<file path="src/rtl/imem_loader_if.sv">
// Byte-stream input and instruction-memory write port of the boot loader.
// The loader uses the slave view; the stream source and memory use the master view.
interface imem_loader_if #(
  parameter int unsigned ADDR_WIDTH = 8
);
  logic                  in_valid;
  logic [7:0]            in_data;
  logic                  in_ready;
  logic                  mem_we;
  logic [ADDR_WIDTH-1:0] mem_addr;
  logic [31:0]           mem_wdata;

  modport slave (
    input  in_valid, in_data,
    output in_ready, mem_we, mem_addr, mem_wdata
  );

  modport master (
    output in_valid, in_data,
    input  in_ready, mem_we, mem_addr, mem_wdata
  );
endinterface

</file>
<file path="src/rtl/imem_loader.sv">
// Boot-time instruction-memory loader: header count, little-endian words, XOR checksum.
// Holds the datapath in reset until a complete, checksum-verified image is in memory.
module imem_loader #(
  parameter int unsigned ADDR_WIDTH = 8
) (
  input  logic          clk,
  input  logic          reset,
  input  logic          start,
  imem_loader_if.slave  bus,
  output logic          core_reset,
  output logic          done,
  output logic          error
);
  localparam int unsigned CNT_W    = 16;
  localparam int unsigned CAP_W    = 17;
  localparam int unsigned CAPACITY = 32'd1 << ADDR_WIDTH;

  typedef enum logic [2:0] {
    S_IDLE, S_HDR_LO, S_HDR_HI, S_LOAD, S_CHK, S_DONE, S_ERROR
  } state_t;

  state_t             state, state_nx;
  logic               accept_nx, done_nx, error_nx;
  logic [CNT_W-1:0]   count;
  logic [CNT_W-1:0]   word_cnt;
  logic [1:0]         byte_idx;
  logic [23:0]        asm_word;
  logic [7:0]         csum;
  logic               xfer, restart, last_word;
  logic [CNT_W-1:0]   hdr_count;

  assign xfer      = bus.in_valid & bus.in_ready;
  assign restart   = start & ((state == S_IDLE) | (state == S_DONE) | (state == S_ERROR));
  assign last_word = (word_cnt == count - CNT_W'(1));
  assign hdr_count = {bus.in_data, count[7:0]};

  // State register plus registered state decodes for the handshake and status outputs
  always_ff @(posedge clk or negedge reset) begin
    if (!reset) begin
      state        <= S_IDLE;
      bus.in_ready <= 1'b0;
      core_reset   <= 1'b1;
      done         <= 1'b0;
      error        <= 1'b0;
    end else begin
      state        <= state_nx;
      bus.in_ready <= accept_nx;
      core_reset   <= ~done_nx;
      done         <= done_nx;
      error        <= error_nx;
    end
  end

  always_comb begin
    state_nx  = state;
    accept_nx = 1'b0;
    done_nx   = 1'b0;
    error_nx  = 1'b0;
    case (state)
      S_IDLE:   if (start) state_nx = S_HDR_LO;
      S_HDR_LO: if (xfer)  state_nx = S_HDR_HI;
      S_HDR_HI: begin
        if (xfer) begin
          if (CAP_W'(hdr_count) > CAP_W'(CAPACITY)) state_nx = S_ERROR;
          else if (hdr_count == '0)                  state_nx = S_CHK;
          else                                       state_nx = S_LOAD;
        end
      end
      S_LOAD:   if (xfer && (byte_idx == 2'd3) && last_word) state_nx = S_CHK;
      S_CHK:    if (xfer) state_nx = (bus.in_data == csum) ? S_DONE : S_ERROR;
      S_DONE:   if (start) state_nx = S_HDR_LO;
      S_ERROR:  if (start) state_nx = S_HDR_LO;
      default:  state_nx = S_IDLE;
    endcase
    accept_nx = (state_nx == S_HDR_LO) | (state_nx == S_HDR_HI) |
                (state_nx == S_LOAD)   | (state_nx == S_CHK);
    done_nx   = (state_nx == S_DONE);
    error_nx  = (state_nx == S_ERROR);
  end

  // Header capture, word assembly, checksum and the one-cycle memory write
  always_ff @(posedge clk or negedge reset) begin
    if (!reset) begin
      count         <= '0;
      word_cnt      <= '0;
      byte_idx      <= '0;
      asm_word      <= '0;
      csum          <= '0;
      bus.mem_we    <= 1'b0;
      bus.mem_addr  <= '0;
      bus.mem_wdata <= '0;
    end else begin
      bus.mem_we <= 1'b0;
      // Advance past a written word; the top address is held so it never wraps
      if (bus.mem_we && !(&bus.mem_addr)) bus.mem_addr <= bus.mem_addr + ADDR_WIDTH'(1);
      if (restart) begin
        word_cnt     <= '0;
        byte_idx     <= '0;
        csum         <= '0;
        bus.mem_addr <= '0;
      end
      if (xfer) begin
        case (state)
          S_HDR_LO: count[7:0]  <= bus.in_data;
          S_HDR_HI: count[15:8] <= bus.in_data;
          S_LOAD: begin
            csum     <= csum ^ bus.in_data;
            byte_idx <= byte_idx + 2'd1;
            case (byte_idx)
              2'd0: asm_word[7:0]   <= bus.in_data;
              2'd1: asm_word[15:8]  <= bus.in_data;
              2'd2: asm_word[23:16] <= bus.in_data;
              default: begin
                bus.mem_wdata <= {bus.in_data, asm_word};
                bus.mem_we    <= 1'b1;
                word_cnt      <= word_cnt + CNT_W'(1);
              end
            endcase
          end
          default: ;
        endcase
      end
    end
  end
endmodule
</file>
<file path="src/flat_wrapper.sv">
// flat-port wrapper written by rule: the top's interface ports become plain ports
module imem_loader_flat 
#(
  parameter int unsigned ADDR_WIDTH = 8
)
  (clk, reset, start, core_reset, done, error, bus_in_valid, bus_in_data, bus_in_ready, bus_mem_we, bus_mem_addr, bus_mem_wdata);
  imem_loader_if #(.ADDR_WIDTH(ADDR_WIDTH)) bus_i ();
  input  logic clk;
  input  logic reset;
  input  logic start;
  output logic core_reset;
  output logic done;
  output logic error;
  input wire logic [$bits(bus_i.in_valid)-1:0] bus_in_valid;
  input wire logic [$bits(bus_i.in_data)-1:0] bus_in_data;
  output wire logic [$bits(bus_i.in_ready)-1:0] bus_in_ready;
  output wire logic [$bits(bus_i.mem_we)-1:0] bus_mem_we;
  output wire logic [$bits(bus_i.mem_addr)-1:0] bus_mem_addr;
  output wire logic [$bits(bus_i.mem_wdata)-1:0] bus_mem_wdata;
  assign bus_i.in_valid = bus_in_valid;
  assign bus_i.in_data = bus_in_data;
  assign bus_in_ready = bus_i.in_ready;
  assign bus_mem_we = bus_i.mem_we;
  assign bus_mem_addr = bus_i.mem_addr;
  assign bus_mem_wdata = bus_i.mem_wdata;
  imem_loader #(.ADDR_WIDTH(ADDR_WIDTH)) u_core (.clk(clk), .reset(reset), .start(start), .bus(bus_i), .core_reset(core_reset), .done(done), .error(error));
endmodule
</file>
<file path="config.mk">
export PLATFORM = sky130hd
export DESIGN_NAME = imem_loader_flat
export DESIGN_NICKNAME = d
export VERILOG_FILES = /design/src/rtl/imem_loader_if.sv /design/src/rtl/imem_loader.sv /design/src/flat_wrapper.sv
export SDC_FILE = /design/constraint.sdc
export NUM_CORES = 1
export LEC_CHECK = 0
export ABC_AREA = 1
export CORE_UTILIZATION = 30
export CTS_BUF_LIST = sky130_fd_sc_hd__clkbuf_16
export CTS_CLUSTER_DIAMETER = 150
export DETAILED_ROUTE_END_ITERATION = 10
export DONT_BUFFER_PORTS = 1
export PLACE_DENSITY = 0.54
export SYNTH_ARGS = -nofsm -noshare
export SYNTH_HDL_FRONTEND = slang
export SYNTH_SLANG_ARGS = --single-unit
export TNS_END_PERCENT = 10
</file>
<file path="constraint.sdc">
create_clock -name clk -period 2.06 [get_ports clk]
set_clock_uncertainty 0.2 [all_clocks]
set_input_delay 0.206 -clock clk [delete_from_list [all_inputs] [get_ports clk]]
set_output_delay 0.206 -clock clk [all_outputs]
set_load 0.1 [all_outputs]
</file>
==> qor.csv <==
stage;metric;value;unit
setup_path;Worst EP required;2200;ps
status;status;finished, violations left;
power;P_leak;3.672;nW
run;max-capacitance violation count;0;
setup_path;crit path DAT;2270;ps
yosys;Post-synth ARST share;100.0;%
detailed_routing;vias post-DR;4874;
floorplanning;Rows;49;
clock_tree;# clock sinks;114;
floorplanning;core area;0.01815;sq mm
yosys;cell type with the largest total area after synthesis;dfrtp_1;
setup_path;Critical Path End Type;flop;
yosys;Avg Cell Area, Syn;7.764;sq um
sta;Setup-failing EPs final;3;
sta;Slew Viols, Final;0;
final_layout;final core utilization;40.35;%
sta;Final min period;2123;ps
final_layout;antenna cells;0;
final_layout;design area;0.007322;sq mm
final_layout;nets@finish;840;
sta;setup ws final;-63.23;ps
sta;period utilisation layout;103.1;%
yosys;top cell type's share of synthesized area;50.51;%
clock_tree;CTS Hold Bufs;8;
floorplanning;DIE AREA;0.01921;sq mm
setup_path;r2r endpoint;u_core.error;
setup_path;worst-path maximum fanout;4;
grt;GR Util All Layers;16.39;%
yosys;Post-synth EDFFs;0;
power;Pwr Density;1253;mW/mm^2
placement;gp weighted congestion;0.8393;
sta;RSZ-0062 raised after global routing;true;
power;overall power;9.178;mW
yosys;number of synthesized register bits;114;
status;failing checks;design-rule violations, negative hold slack, negative setup slack;
placement;Setup WS pre-CTS;-146.3;ps
yosys;number of synthesis warnings;0;
detailed_routing;DRC errors left;3;
yosys;Mapped Area;0.005598;sq mm
clock_tree;htree depth;4;
detailed_routing;DRT Pass-1 Iters;7;
setup_path;r2r setup slk;-60;ps
sta;maximum clock frequency;471.0;MHz
final_layout;Synth-to-Final Area Change;30.80;%
detailed_routing;WL per Instance;13.69;um
grt;grt ovf;0;
placement;IO buf count;0;
placement;placed cell area;0.006511;sq mm
clock_tree;Num CTS Buffers;17;
setup_path;r2r worst-path depth;15;
clock_tree;TritonCTS clock tree;built;
clock_tree;Max clock buf depth;2;
sta;worst slew pin tran;496.1;ps
floorplanning;Die W;138.6;um
detailed_routing;routed vias/inst;4.589;
yosys;prevailing post-synth register cell;dfrtp_1;
grt;vias in the first global route;4775;
placement;DP HPWL;10000;um
floorplanning;I/O pin cnt;57;
floorplanning;Starting Density;30.85;%
setup_path;slowest CP cell;dfrtp_1;
setup_path;crit path cell chain;inv_2, ha_4, nand2_2, nor2_4, nand2_2, inv_2, nand2_1, nand2_1, nor2_1, a21oi_1, nor2_1, nor2_2, buf_4, nand3_1, nor2_2;
yosys;number of distinct library cells after synthesis;34;
setup_path;Crit Path Class;flop to flop;
final_layout;share of cells above drive strength 1;22.33;%
yosys;synth top area cells;dfrtp_1 51%, nand2_1 17%, o21ai_0 6.9%;
sta;Hold WS;-712.5;ps
clock_tree;clock insertion delay at the later pin of the skew report;410;ps
clock_tree;clk slew on worst S/H paths;50;ps
sta;Slew HR;67.00;%
power;maximum vdd drop;715.1;uV
clock_tree;Root Driver;clkbuf_16;
setup_path;crit path launch;u_core.count[1];
grt;first-pass GRT wire length;24450;um
detailed_routing;post-route ant nets;0;
floorplanning;DIE HEIGHT;138.6;um
setup_path;largest stage delay on the critical path;400;ps
yosys;syn_nets;740;
yosys;Synth Instances;721;
grt;initial antenna violation count;0;
min_path;Min-Delay Path Class;input pin to asynchronous set/reset pin;
setup_path;Worst setup SP type;flop;
sta;final hold violation count;114;
yosys;sequential share of the synthesized area;50.98;%
detailed_routing;Detailed Route Iter0 Violations;311;
grt;largest net degree at the start of global routing;115;
detailed_routing;Total Wirelength;14540;um
setup_path;Worst R2R Start;u_core.count[1];
-- kinds of logic after synthesis --
family	after synthesis	share of synthesized area, %
xor+xnor	16	2.503
simple gates	394	29.37
fa+ha+maj	7	1.565
buf+inv	89	6.057
compound gates	100	9.343
flops	114	50.98
mux	1	0.1788
-- critical path: cells and delay by family (launching register included) --
family	cells	cell delay, ps
adder cells (fa/ha/maj)	1	150
flip-flops	1	400
buffers and inverters	3	290
AND/OR/NAND/NOR	10	900
AO/OA/AOI/OAI	1	120
-- what timing repair did --
| item | CTS | global route |
|---|---|---|
| pin swaps | 11 | 13 |
| setup endpoints to repair | 10 | 25 |
| hold endpoints to repair | 165 | 114 |
| buffers inserted | 1 | 1 |
| gates resized for setup | 11 | 27 |
-- where the power goes --
part / switching (mW) / total, mW / leakage, nW / internal, mW
Sequential: 0.446 / 3.18 / 1.52 / 2.74
Clock: 1.01 / 3.00 / 0.300 / 1.99
Combinational: 1.89 / 3.00 / 1.85 / 1.11
Total: 3.35 / 9.18 / 3.67 / 5.83
-- metrics by stage --
step           setup TNS (ps)  std cells
2_1_floorplan          -23.87        721
3_3_place_gp           -629.2       1021
3_5_place_dp           -662.7       1021
4_1_cts                -248.0       1061
5_1_grt                 -1529       1062
6_report               -143.0       1062
-- flip-flops by register name, indices dropped and copies added (netlist names), 2 cells and up --
register	count
u_core.asm_word	24
u_core.bus.mem_wdata	32
u_core.word_cnt	16
u_core.state	3
u_core.bus.mem_addr	8
u_core.count	16
u_core.csum	8
u_core.byte_idx	2
-- placed cells by master, fill, tap and decap left out, types with 2 or more instances in the layout --
master and n:
nand3_2 3, nor2_2 16, nand4_1 9, ha_4 2
xor2_1 8, nand2_1 242, inv_2 13, dfrtp_4 3
clkinv_2 3, nand2_2 12, xnor2_1 8, nor3_1 11
dfrtp_2 9, o21ai_1 4, ha_1 4, clkinvlp_4 2
bufinv_16 4, inv_1 61, clkinv_1 2, dfrtp_1 101
nor2_4 5, o211ai_1 2, dlygate4sd3_1 8, nand3b_1 2
buf_4 89, nand3_1 37, clkbuf_16 17, a31oi_1 2
a21oi_1 12, o21ai_0 76, nor2_1 52
-- layer usage --
layer / vias to the layer above / track usage [%] / share of wire [%]
met1: 2273 / 22.29 / 50
li1: 2502 / - / -
met2: 80 / 25.19 / 45
met5: - / 0 / 0
met3: 19 / 4.075 / 3.7
met4: 0 / 6.091 / 1.7
-- cells in the mapped netlist (all sizes together) (7+ instances only) --
library cell    n
nand2         254
dfrtp         113
o21ai          80
nor2           74
inv            71
nand3          40
a21oi          13
nor3           12
clkbuf         10
nand4           9
xnor2           8
xor2            8
buf             7
ha              7
-- layout make-up --
class	instances	area (sq um)
Inverter	72	270.3
Multi-Input combinational cell	518	2530
Timing Repair Buffer	98	759.5
Clock inverter	14	173.9
Fill cell	1848	10830
Clock buffer	17	425.4
Sequential cell	114	2877
Tap cell	229	286.5
-- how the worst max path moves through the flow --
stage                              to  slack [ps]  cells after the start
6_report                 u_core.error         -60                     15
5_1_grt           u_core.bus.in_ready        -250                     15
4_1_cts           u_core.bus.in_ready         -70                     14
3_5_place_dp      u_core.bus.in_ready        -150                     15
3_3_place_gp      u_core.bus.in_ready        -130                     14
2_1_floorplan  u_core.bus.mem_addr[6]         -20                     10
(Power assumes the default switching activity.)
